### config.mk
export PLATFORM = sky130hd
export DESIGN_NAME = vga_sync_monitor
export DESIGN_NICKNAME = d
export VERILOG_FILES = /design/src/rtl/vga_sync_monitor.sv
export SDC_FILE = /design/constraint.sdc
export NUM_CORES = 1
export LEC_CHECK = 0
export BUFFER_PORTS_ARGS = -buffer_cell sky130_fd_sc_hd__buf_4
export CAP_MARGIN = 20
export CORE_ASPECT_RATIO = 0.9
export CORE_UTILIZATION = 52
export DETAILED_ROUTE_END_ITERATION = 10
export GPL_TIMING_DRIVEN = 0
export MAX_ROUTING_LAYER = met4
export PLACE_DENSITY = 0.77
export SLEW_MARGIN = 20
export SYNTH_ARGS = -nofsm -noshare
export SYNTH_HDL_FRONTEND = slang
export SYNTH_SLANG_ARGS = --single-unit
### constraint.sdc
create_clock -name clk -period 3.2 [get_ports clk]
set_input_delay 0.32 -clock clk [delete_from_list [all_inputs] [get_ports clk]]
set_output_delay 0.32 -clock clk [all_outputs]
set_load 0.005 [all_outputs]
### src/rtl/vga_sync_monitor.sv
// vga_sync_monitor: passive receive-side observer of a VGA sync/colour stream. Recovers pixel x/y,
// checks line/frame timing, tracks lock and error count. Define VGA_MON_CRC_EN to build the per-frame CRC.
module vga_sync_monitor #(
    parameter int   H_TOTAL     = 800,
    parameter int   H_SYNC      = 96,
    parameter int   H_BP        = 48,
    parameter int   H_ACTIVE    = 640,
    parameter int   V_TOTAL     = 525,
    parameter int   V_SYNC      = 2,
    parameter int   V_BP        = 33,
    parameter int   V_ACTIVE    = 480,
    parameter logic SYNC_POL    = 1'b0,
    parameter int   LOCK_FRAMES = 2
) (
    input  logic        clk,
    input  logic        rst_n,
    input  logic        pix_en,
    input  logic        hSync,
    input  logic        vSync,
    input  logic [11:0] rgb,
    output logic        locked,
    output logic        pix_valid,
    output logic [9:0]  pix_x,
    output logic [9:0]  pix_y,
    output logic [11:0] pix_rgb,
    output logic        frame_done,
    output logic [7:0]  err_cnt,
    output logic [15:0] frame_crc
);

    localparam logic [10:0] CNT_MAX   = 11'h7FF;
    localparam logic [10:0] H_LAST    = 11'(H_TOTAL - 1);
    localparam logic [10:0] H_SYNC_W  = 11'(H_SYNC);
    localparam logic [10:0] H_ACT_LO  = 11'(H_SYNC + H_BP);
    localparam logic [10:0] H_ACT_HI  = 11'(H_SYNC + H_BP + H_ACTIVE);
    localparam logic [10:0] V_LAST    = 11'(V_TOTAL - 1);
    localparam logic [10:0] V_SYNC_W  = 11'(V_SYNC);
    localparam logic [10:0] V_ACT_LO  = 11'(V_SYNC + V_BP);
    localparam logic [10:0] V_ACT_HI  = 11'(V_SYNC + V_BP + V_ACTIVE);
    localparam logic [7:0]  GOOD_NEED = 8'(LOCK_FRAMES);

    typedef enum logic [1:0] {
        ST_SEARCH = 2'd0,
        ST_ALIGN  = 2'd1,
        ST_LOCKED = 2'd2
    } state_t;

    state_t      state_q, state_d;
    logic        hs_prev_q, hs_prev_d;
    logic        vs_prev_q, vs_prev_d;
    logic        vs_pend_q, vs_pend_d;
    logic [10:0] hcnt_q, hcnt_d;
    logic [10:0] vcnt_q, vcnt_d;
    logic [7:0]  good_cnt_q, good_cnt_d;
    logic        locked_q, locked_d;
    logic        pix_valid_q, pix_valid_d;
    logic [9:0]  pix_x_q, pix_x_d;
    logic [9:0]  pix_y_q, pix_y_d;
    logic [11:0] pix_rgb_q, pix_rgb_d;
    logic        frame_done_q, frame_done_d;
    logic [7:0]  err_cnt_q, err_cnt_d;

    logic        hs_act, vs_act;
    logic        h_rise, h_fall, v_rise, v_fall;
    logic        frame_start;
    logic [10:0] hcnt_nxt, vcnt_nxt;
    logic        err_line, err_hwidth, err_frame, err_vwidth;
    logic        timing_err;
    logic        active;

    // Edge history stores "asserted" rather than raw pin level, so polarity is handled once here.
    assign hs_act = (hSync == SYNC_POL);
    assign vs_act = (vSync == SYNC_POL);
    assign h_rise = hs_act & ~hs_prev_q;
    assign h_fall = ~hs_act & hs_prev_q;
    assign v_rise = vs_act & ~vs_prev_q;
    assign v_fall = ~vs_act & vs_prev_q;

    // A vsync edge arms the frame start; the next hsync edge (possibly the same sample) fires it.
    assign frame_start = h_rise & (vs_pend_q | v_rise);

    assign hcnt_nxt = h_rise ? 11'd0 :
                      (hcnt_q == CNT_MAX) ? CNT_MAX : hcnt_q + 11'd1;
    assign vcnt_nxt = frame_start ? 11'd0 :
                      !h_rise ? vcnt_q :
                      (vcnt_q == CNT_MAX) ? CNT_MAX : vcnt_q + 11'd1;

    assign err_line   = h_rise & (hcnt_q != H_LAST);
    assign err_hwidth = h_fall & (hcnt_nxt != H_SYNC_W);
    assign err_frame  = frame_start & (vcnt_q != V_LAST);
    assign err_vwidth = v_fall & (vcnt_nxt != V_SYNC_W);
    assign timing_err = (state_q != ST_SEARCH) &
                        (err_line | err_hwidth | err_frame | err_vwidth);

    assign active = (hcnt_nxt >= H_ACT_LO) && (hcnt_nxt < H_ACT_HI) &&
                    (vcnt_nxt >= V_ACT_LO) && (vcnt_nxt < V_ACT_HI);

    always_comb begin
        state_d      = state_q;
        hs_prev_d    = hs_prev_q;
        vs_prev_d    = vs_prev_q;
        vs_pend_d    = vs_pend_q;
        hcnt_d       = hcnt_q;
        vcnt_d       = vcnt_q;
        good_cnt_d   = good_cnt_q;
        locked_d     = locked_q;
        pix_valid_d  = pix_valid_q;
        pix_x_d      = pix_x_q;
        pix_y_d      = pix_y_q;
        pix_rgb_d    = pix_rgb_q;
        frame_done_d = 1'b0;
        err_cnt_d    = err_cnt_q;

        if (pix_en) begin
            hs_prev_d    = hs_act;
            vs_prev_d    = vs_act;
            hcnt_d       = hcnt_nxt;
            vcnt_d       = vcnt_nxt;
            vs_pend_d    = frame_start ? 1'b0 : (vs_pend_q | v_rise);
            frame_done_d = frame_start;

            // An error in the same sample as a frame start takes priority.
            case (state_q)
                ST_SEARCH: begin
                    if (frame_start) begin
                        state_d    = ST_ALIGN;
                        good_cnt_d = 8'd0;
                    end
                end
                ST_ALIGN: begin
                    if (timing_err) begin
                        state_d = ST_SEARCH;
                    end else if (frame_start) begin
                        good_cnt_d = good_cnt_q + 8'd1;
                        if (good_cnt_q + 8'd1 >= GOOD_NEED) begin
                            state_d = ST_LOCKED;
                        end
                    end
                end
                ST_LOCKED: begin
                    if (timing_err) begin
                        state_d = ST_SEARCH;
                        if (err_cnt_q != 8'hFF) begin
                            err_cnt_d = err_cnt_q + 8'd1;
                        end
                    end
                end
                default: state_d = ST_SEARCH;
            endcase

            locked_d    = (state_d == ST_LOCKED);
            pix_valid_d = locked_d & active;
            if (active) begin
                pix_x_d   = 10'(hcnt_nxt - H_ACT_LO);
                pix_y_d   = 10'(vcnt_nxt - V_ACT_LO);
                pix_rgb_d = rgb;
            end
        end
    end

    always_ff @(posedge clk or negedge rst_n) begin
        if (!rst_n) begin
            state_q      <= ST_SEARCH;
            hs_prev_q    <= 1'b0;
            vs_prev_q    <= 1'b0;
            vs_pend_q    <= 1'b0;
            hcnt_q       <= 11'd0;
            vcnt_q       <= 11'd0;
            good_cnt_q   <= 8'd0;
            locked_q     <= 1'b0;
            pix_valid_q  <= 1'b0;
            pix_x_q      <= 10'd0;
            pix_y_q      <= 10'd0;
            pix_rgb_q    <= 12'd0;
            frame_done_q <= 1'b0;
            err_cnt_q    <= 8'd0;
        end else begin
            state_q      <= state_d;
            hs_prev_q    <= hs_prev_d;
            vs_prev_q    <= vs_prev_d;
            vs_pend_q    <= vs_pend_d;
            hcnt_q       <= hcnt_d;
            vcnt_q       <= vcnt_d;
            good_cnt_q   <= good_cnt_d;
            locked_q     <= locked_d;
            pix_valid_q  <= pix_valid_d;
            pix_x_q      <= pix_x_d;
            pix_y_q      <= pix_y_d;
            pix_rgb_q    <= pix_rgb_d;
            frame_done_q <= frame_done_d;
            err_cnt_q    <= err_cnt_d;
        end
    end

    assign locked     = locked_q;
    assign pix_valid  = pix_valid_q;
    assign pix_x      = pix_x_q;
    assign pix_y      = pix_y_q;
    assign pix_rgb    = pix_rgb_q;
    assign frame_done = frame_done_q;
    assign err_cnt    = err_cnt_q;

`ifdef VGA_MON_CRC_EN
    // CRC-16-CCITT, MSB first, one 12-bit colour word per active sample.
    function automatic logic [15:0] crc12_step(input logic [15:0] crc_in, input logic [11:0] data);
        logic [15:0] r;
        r = crc_in;
        for (int i = 11; i >= 0; i--) begin
            r = {r[14:0], 1'b0} ^ ((r[15] ^ data[i]) ? 16'h1021 : 16'h0000);
        end
        return r;
    endfunction

    logic [15:0] crc_q, crc_d;
    logic [15:0] frame_crc_q, frame_crc_d;

    always_comb begin
        crc_d       = crc_q;
        frame_crc_d = frame_crc_q;
        if (pix_en) begin
            if (frame_start) begin
                frame_crc_d = crc_q;
                crc_d       = 16'hFFFF;
            end else if (active) begin
                crc_d = crc12_step(crc_q, rgb);
            end
        end
    end

    always_ff @(posedge clk or negedge rst_n) begin
        if (!rst_n) begin
            crc_q       <= 16'hFFFF;
            frame_crc_q <= 16'h0000;
        end else begin
            crc_q       <= crc_d;
            frame_crc_q <= frame_crc_d;
        end
    end

    assign frame_crc = frame_crc_q;
`else
    assign frame_crc = 16'h0000;
`endif

endmodule
### Yosys cells after proc, flatten, opt, wreduce, memory -nomap -nowiden

Cells that the tools add are included.
W data, S select, Z words.

* register bits after elaboration: 78
* input port bits: 17

* add/subtract/negate cells: 6
* order comparisons: 5
* equal/unequal tests: 13
* mux-type cells: 18
* bitwise logic cells: 19
* reduce and logical (&&, ||, !) cells: 9

Operators by type and width (count)
* $mux W11: 5
* $mux W8: 3
* $add A11 B1 Y11 const B: 2
* $eq A11 B11 Y1 const B: 2
* $lt A11 B10 Y1 const B: 2
* $ne A11 B10 Y1 const B: 2
* $add A8 B1 Y8 const B: 2
* $pmux W8 S2: 1
* $mux W2: 6
* $and A1 B1 Y1: 11
* $ge A11 B6 Y1 const B: 1
* $ge A11 B8 Y1 const B: 1
* $ne A11 B2 Y1 const B: 1
* $ne A11 B7 Y1 const B: 1
* $sub A10 B6 Y10 const B: 1
* $sub A10 B8 Y10 const B: 1
* $ge A8 B2 Y1 const B: 1
* $ne A8 B8 Y1 const B: 1
* $ne A2 B2 Y1 const B: 3
* $pmux W2 S3: 1
* $reduce_and A5 Y1: 1
* $eq A2 B2 Y1 const B: 2
* $not A1 Y1: 4
* $or A1 B1 Y1: 4
* other kinds (7): 11

### Logic depth before layout (Yosys ltp)

* word-level depth: 14
* mapped depth: 15
* depth with buffers taken out: 13

### Least setup slack after synthesis

OpenSTA, ideal clock, no wires.

* path type: flip-flop to flip-flop
* start point: reg hcnt_q[0]
* end point: reg pix_rgb_q[10], in the netlist pix_rgb[10]
* setup time: 0.125 ns
* arrival: 3.194 ns
* slack: -0.119 ns
* stages on the path, launching flop included: 16
* cells stage by stage: dfrtp_1 -> ha_1 -> and3_1 -> clkbuf_1 -> and4_1 -> nand2_1 -> nand2_1 -> nand2_1 -> inv_1 -> ha_1 -> and4_1 -> o31ai_1 -> a221o_1 -> a221oi_4 -> buf_6 -> mux2_4

* cells in the longest elaborated chain, start to end: 8
* elaborated cells on any way between the ends: 10

Ends and longest elaborated chain
* from (decl): RTL line 52 `logic [10:0] hcnt_q, hcnt_d;`
* from (signal assigned): RTL line 182 `hcnt_q <= hcnt_d;`
* $add A11 B1 Y11 / $eq A11 B11 Y1 (equally long branches): RTL line 83 `(hcnt_q == CNT_MAX) ? CNT_MAX : hcnt_q + 11'd1;`
* $mux W11 *: RTL line 83
* $mux W11 *: RTL line 82 `assign hcnt_nxt = h_rise ? 11'd0 :`
* net hcnt_nxt[4]: RTL line 66 `logic [10:0] hcnt_nxt, vcnt_nxt;`
* $ge A11 B8 Y1 / $lt A11 B10 Y1 (equally long branches): RTL line 95 `assign active = (hcnt_nxt >= H_ACT_LO) && (hcnt_nxt < H_ACT_HI) &&`
* $logic_and A1 B1 Y1 * (2 in a row): RTL line 95
* $logic_and A1 B1 Y1 *: RTL line 96 `(vcnt_nxt >= V_ACT_LO) && (vcnt_nxt < V_ACT_HI);`
* $reduce_and A2 Y1 (no source line) *
* to (signal assigned): RTL line 189 `pix_rgb_q <= pix_rgb_d;`
* to (decl): RTL line 59 `logic [11:0] pix_rgb_q, pix_rgb_d;`

The timed path passes the listed nets; every way through them passes the cells marked *.
A chain may end at the register's enable or synchronous reset.

### Final worst setup path

* start point: reg vcnt_q[0]
* end point: reg err_cnt_q[1], in the netlist err_cnt[1]

* cells in the longest elaborated chain, start to end: 9
* elaborated cells on any way between the ends: 13

Ends and longest elaborated chain
* from (decl): RTL line 53 `logic [10:0] vcnt_q, vcnt_d;`
* from (signal assigned): RTL line 183 `vcnt_q <= vcnt_d;`
* $add A11 B1 Y11 / $eq A11 B11 Y1 (equally long branches): RTL line 86 `(vcnt_q == CNT_MAX) ? CNT_MAX : vcnt_q + 11'd1;`
* $mux W11: RTL line 86
* $mux W11: RTL line 85 `!h_rise ? vcnt_q :`
* $mux W11: RTL line 84 `assign vcnt_nxt = frame_start ? 11'd0 :`
* $ne A11 B2 Y1: RTL line 91 `assign err_vwidth = v_fall & (vcnt_nxt != V_SYNC_W);`
* $and A1 B1 Y1: RTL line 91
* $or A1 B1 Y1 *: RTL line 93 `(err_line | err_hwidth | err_frame | err_vwidth);`
* $and A1 B1 Y1 *: RTL line 92 `assign timing_err = (state_q != ST_SEARCH) &`
* $reduce_and A4 Y1 (no source line) *
* to (signal assigned): RTL line 191 `err_cnt_q <= err_cnt_d;`
* to (decl): RTL line 61 `logic [7:0] err_cnt_q, err_cnt_d;`

Every way passes the cells marked *; elsewhere a longest branch is shown, timed or not.

==> report_table.html <==
<table>
<tr><th>Metric</th><th>Value</th></tr>
<tr><th colspan="2">Global route</th></tr>
<tr><td>Leftover overflow at the end of global routing</td><td>0</td></tr>
<tr><td>Largest net degree at the start of global routing</td><td>79</td></tr>
<tr><td>Most utilized layer in the global route result</td><td>met2</td></tr>
<tr><td>Met2 usage in global routing</td><td>41.1%</td></tr>
<tr><td>Global-route wire length before repair</td><td>20800 µm</td></tr>
<tr><td>Global routing usage on met3</td><td>6.43%</td></tr>
<tr><td>Global-route total usage across every layer</td><td>27.1%</td></tr>
<tr><td>Met1 Resource Use GR</td><td>35.3%</td></tr>
<tr><td>Number of global-route vias before repair</td><td>4200</td></tr>
<tr><td>Antenna violations before repair</td><td>0</td></tr>
<tr><th colspan="2">Logic synthesis</th></tr>
<tr><td>Cell taking the most area after synthesis</td><td>dfrtp_1</td></tr>
<tr><td>Register area share after synthesis</td><td>38.3%</td></tr>
<tr><td>Number of synthesis warnings</td><td>0</td></tr>
<tr><td>Summed instance area of the synthesized netlist</td><td>5100 µm²</td></tr>
<tr><td>Fraction of post-synthesis cell area in the top cell type by area</td><td>38.3%</td></tr>
<tr><td>Synth Instances</td><td>525</td></tr>
<tr><td>Flip-flop and latch count after synthesis</td><td>78</td></tr>
<tr><td>Top cells by area in the synthesized netlist</td><td>dfrtp_1, mux2_4, a21oi_1, nand2_1, ha_1</td></tr>
<tr><td>Mean instance size in the synthesized netlist</td><td>9.71 µm²</td></tr>
<tr><td>Ys flop type</td><td>dfrtp_1</td></tr>
<tr><td>Number of flops mapped to enable cells by yosys</td><td>0</td></tr>
<tr><td>Library cells used by synthesis</td><td>66</td></tr>
<tr><td>Share of synthesized registers carrying an async set or reset</td><td>100%</td></tr>
<tr><th colspan="2">Critical path</th></tr>
<tr><td>Count of buffer and inverter cells on the critical path</td><td>2</td></tr>
<tr><td>Cell seen most often among critical-path stages</td><td>ha_2</td></tr>
<tr><td>Cell class contributing the biggest share of worst-path delay</td><td>compound AO/OA/AOI/OAI gates</td></tr>
<tr><td>Critical path launch point type</td><td>flip-flop</td></tr>
<tr><td>Critical Path End Type</td><td>flip-flop</td></tr>
<tr><td>Setup Crit Path Kind</td><td>flip-flop to flip-flop</td></tr>
<tr><td>Worst stage delay on the critical path</td><td>420 ps</td></tr>
<tr><td>CP arrival</td><td>3440 ps</td></tr>
<tr><td>Required time of the critical path</td><td>3450 ps</td></tr>
<tr><td>Critical path cell sequence</td><td>ha_2 -&gt; and3_4 -&gt; buf_6 -&gt; a31oi_2 -&gt; nor3_2 -&gt; a21oi_2 -&gt; ha_2 -&gt; nand3_1 -&gt; or3_4 -&gt; o31ai_4 -&gt; buf_4 -&gt; a21oi_1 -&gt; mux2_2</td></tr>
<tr><td>Worst-path fanout max</td><td>6</td></tr>
<tr><td>Slowest cell on the critical path</td><td>dfrtp_2</td></tr>
<tr><th colspan="2">Power</th></tr>
<tr><td>Leakage component of the power</td><td>2.98 nW</td></tr>
<tr><td>PD cells</td><td>566 nW/µm²</td></tr>
<tr><td>Worst VDD drop</td><td>445 µV</td></tr>
<tr><th colspan="2">Detailed routing</th></tr>
<tr><td>DRC violations left</td><td>0</td></tr>
<tr><td>Post-detailed-route wirelength per cell</td><td>17.7 µm</td></tr>
<tr><td>Remaining antenna violation count</td><td>0</td></tr>
<tr><td>Drt first pass iters</td><td>5</td></tr>
<tr><td>First DRT Iteration DRCs</td><td>269</td></tr>
<tr><td>Routed WL</td><td>13400 µm</td></tr>
<tr><td>Via count</td><td>4512</td></tr>
<tr><td>Number of vias per cell after detailed routing</td><td>5.94</td></tr>
<tr><th colspan="2">Timing</th></tr>
<tr><td>Minimum clock period</td><td>3180 ps</td></tr>
<tr><td>Maximum achievable frequency</td><td>314 MHz</td></tr>
<tr><td>Worst hold slack</td><td>-16.2 ps</td></tr>
<tr><td>Relative max-transition margin</td><td>51.9%</td></tr>
<tr><td>Finish-stage setup viols</td><td>0</td></tr>
<tr><td>Final worst path period share</td><td>99.5%</td></tr>
<tr><td>Max Slew Vio Count</td><td>0</td></tr>
<tr><td>Transition time at the pin with the least slew margin</td><td>721 ps</td></tr>
<tr><td>Setup repair after global routing missed its margin</td><td>true</td></tr>
<tr><td>Fin worst setup slack</td><td>16.6 ps</td></tr>
<tr><td>Worst Clk Skew</td><td>10.6 ps</td></tr>
<tr><td>Number of hold-slack violations in the final timing report</td><td>11</td></tr>
<tr><th colspan="2">Min path</th></tr>
<tr><td>Worst min-delay path class</td><td>input port to async pin</td></tr>
<tr><th colspan="2">Layout</th></tr>
<tr><td>Antenna diode count</td><td>0</td></tr>
<tr><td>Final instance count without filler cells</td><td>759</td></tr>
<tr><td>Final Net Count</td><td>660</td></tr>
<tr><td>Most common library cell in the layout ignoring fill and taps</td><td>buf_4</td></tr>
<tr><td>Layout cells sized above 1</td><td>36.3%</td></tr>
<tr><td>Area of the multi-input gates</td><td>3000 µm²</td></tr>
<tr><td>Commonest cells after routing, fill and taps aside</td><td>buf_4, dfrtp_1, nand2_1, a21oi_1, mux2_4</td></tr>
<tr><td>Layout fillers</td><td>722</td></tr>
<tr><td>Combined flip-flop and latch cell area</td><td>1970 µm²</td></tr>
<tr><td>Layout overhead on the synthesized area</td><td>27.5%</td></tr>
<tr><th colspan="2">Place</th></tr>
<tr><td># placed instances</td><td>721</td></tr>
<tr><td>Gp weighted congestion</td><td>0.929</td></tr>
<tr><td>Count of input and output buffers</td><td>59</td></tr>
<tr><td>Half-perimeter wire length after detailed placement</td><td>8860 µm</td></tr>
<tr><td>Dpl ws</td><td>-770 ps</td></tr>
<tr><th colspan="2">CTS</th></tr>
<tr><td>Clock tree root driver cell</td><td>clkbuf_8</td></tr>
<tr><td>Number of sinks driven by the clock tree</td><td>78</td></tr>
<tr><td>CTS tree</td><td>yes</td></tr>
<tr><td>Number of levels in the clock H-tree</td><td>3</td></tr>
<tr><td>Buffers from clock root to sink, at most</td><td>2</td></tr>
<tr><td>Clk pin slew, worst setup/hold paths</td><td>80 ps</td></tr>
<tr><td>Clock buffer count from CTS</td><td>9</td></tr>
<tr><td>Worst-Skew Late Latency</td><td>360 ps</td></tr>
<tr><th colspan="2">Floorplanning</th></tr>
<tr><td>Area of the die</td><td>10200 µm²</td></tr>
<tr><td>I/O pin cnt</td><td>76</td></tr>
<tr><td>Core area</td><td>9330 µm²</td></tr>
<tr><td>Initial core utilization</td><td>54.6%</td></tr>
<tr><td>Count of standard-cell rows</td><td>33</td></tr>
<tr><td>Height of the die</td><td>95.9 µm</td></tr>
<tr><td>Die Span X</td><td>106 µm</td></tr>
<tr><th colspan="2">Flow run</th></tr>
<tr><td>Max_cap viols</td><td>0</td></tr>
<tr><th colspan="2">Status</th></tr>
<tr><td>Run status</td><td>complete, but fails checks</td></tr>
<tr><td>Failing checks</td><td>negative hold slack</td></tr>
</table>
-- sequential cells by signal (all words and copies together) (netlist names) --
name and cells:
hcnt_q 11, vs_prev_q 1, err_cnt 8, vcnt_q 11, state_q 2, pix_valid 1
vs_pend_q 1, pix_rgb 12, pix_y 10, pix_x 10, locked 1, frame_done 1
hs_prev_q 1, good_cnt_q 8
-- through the flow --
step / TNS [ps] / util [%] / total power, mW / cell area [µm²]
final: 0 / 69.7 / 3.68 / 6500
after detailed placement: -35750 / 61.7 / 2.64 / 5760
after global placement: -33930 / 61.7 / 2.61 / 5760
after CTS: 0 / 66.5 / 3.59 / 6210
after floorplan: 0 / - / 2.22 / 5160
after global routing: -2000 / 69.7 / 3.90 / 6500
-- worst paths after layout --
check                      slack (ps)             to        from  cells past startpoint
setup / recovery                   20     err_cnt[1]   vcnt_q[0]                     13
hold / removal                    -20  good_cnt_q[2]       rst_n                      1
setup reg to reg                   20     err_cnt[1]   vcnt_q[0]                     13
hold reg to reg                   500     err_cnt[5]  err_cnt[5]                      1
max in group asynchronous        2670      hcnt_q[7]       rst_n                      1
min in group clk                  170      vs_prev_q       vSync                      2
-- Yosys cell counts, types with 12 or more instances --
cell / count
nand2_1: 38
buf_4: 17
clkbuf_1: 25
inv_1: 15
a21oi_1: 33
and3_1: 21
dfrtp_1: 78
nor2_1: 24
nand3_1: 22
o21ai_0: 17
xor2_1: 12
and2_1: 12
mux2_2: 12
mux2_4: 26
nand4_1: 13
a31oi_1: 12
-- cell families (layout without fill, tap and decap cells) --
family / Yosys count / in the layout / synth area share [%]
adders and majority gates: 11 / 11 / 2.70
xor gates and xnor gates: 21 / 21 / 3.61
other: 1 / 16 / 0.0736
buffers and inverters: 69 / 166 / 7.17
and+or+nand+nor: 177 / 177 / 18.9
DFF: 78 / 78 / 38.3
muxes: 45 / 45 / 11.7
AOI/OAI and AO/OA: 123 / 123 / 17.6
-- cell type report --
class                   count  share of cell area, %
plain buffers              45                   5.25
clock buffers              11                   2.02
clock inverters             5                   1.66
inverters                  17                  0.982
multi-input cells         393                   46.2
flip-flops and latches     78                   30.3
well taps                 122                   2.35
repair buffers             88                   11.3
-- timing repair --
item / CTS / global route
cloned: 0 / 2
endpoints found under the setup margin: 52 / 48
pin swaps: 4 / 17
gates resized for setup: 38 / 43
buffers inserted: 11 / 16
hold buffers: 0 / 0
-- worst register-to-register path, delay by kind of cell, from the launching register on --
kind / cells / cell delay, ps
muxes: 1 / 290
DFF: 1 / 420
buffers and inverters: 2 / 310
AOI/OAI and AO/OA: 4 / 960
adders and majority gates: 2 / 450
and+or+nand+nor: 4 / 650
-- where the power goes --
part | switching (mW) | internal, mW
registers | 0.180 | 1.18
clock network | 0.365 | 0.521
logic | 0.711 | 0.721
-- per-layer routing --
layer / vias up / share of wire, %
li1: 2115 / -
met1: 2199 / 44
met2: 175 / 48
met4: 0 / 1.9
met3: 23 / 6.5
met5: - / 0
Power figures use the tool's default switching activity.
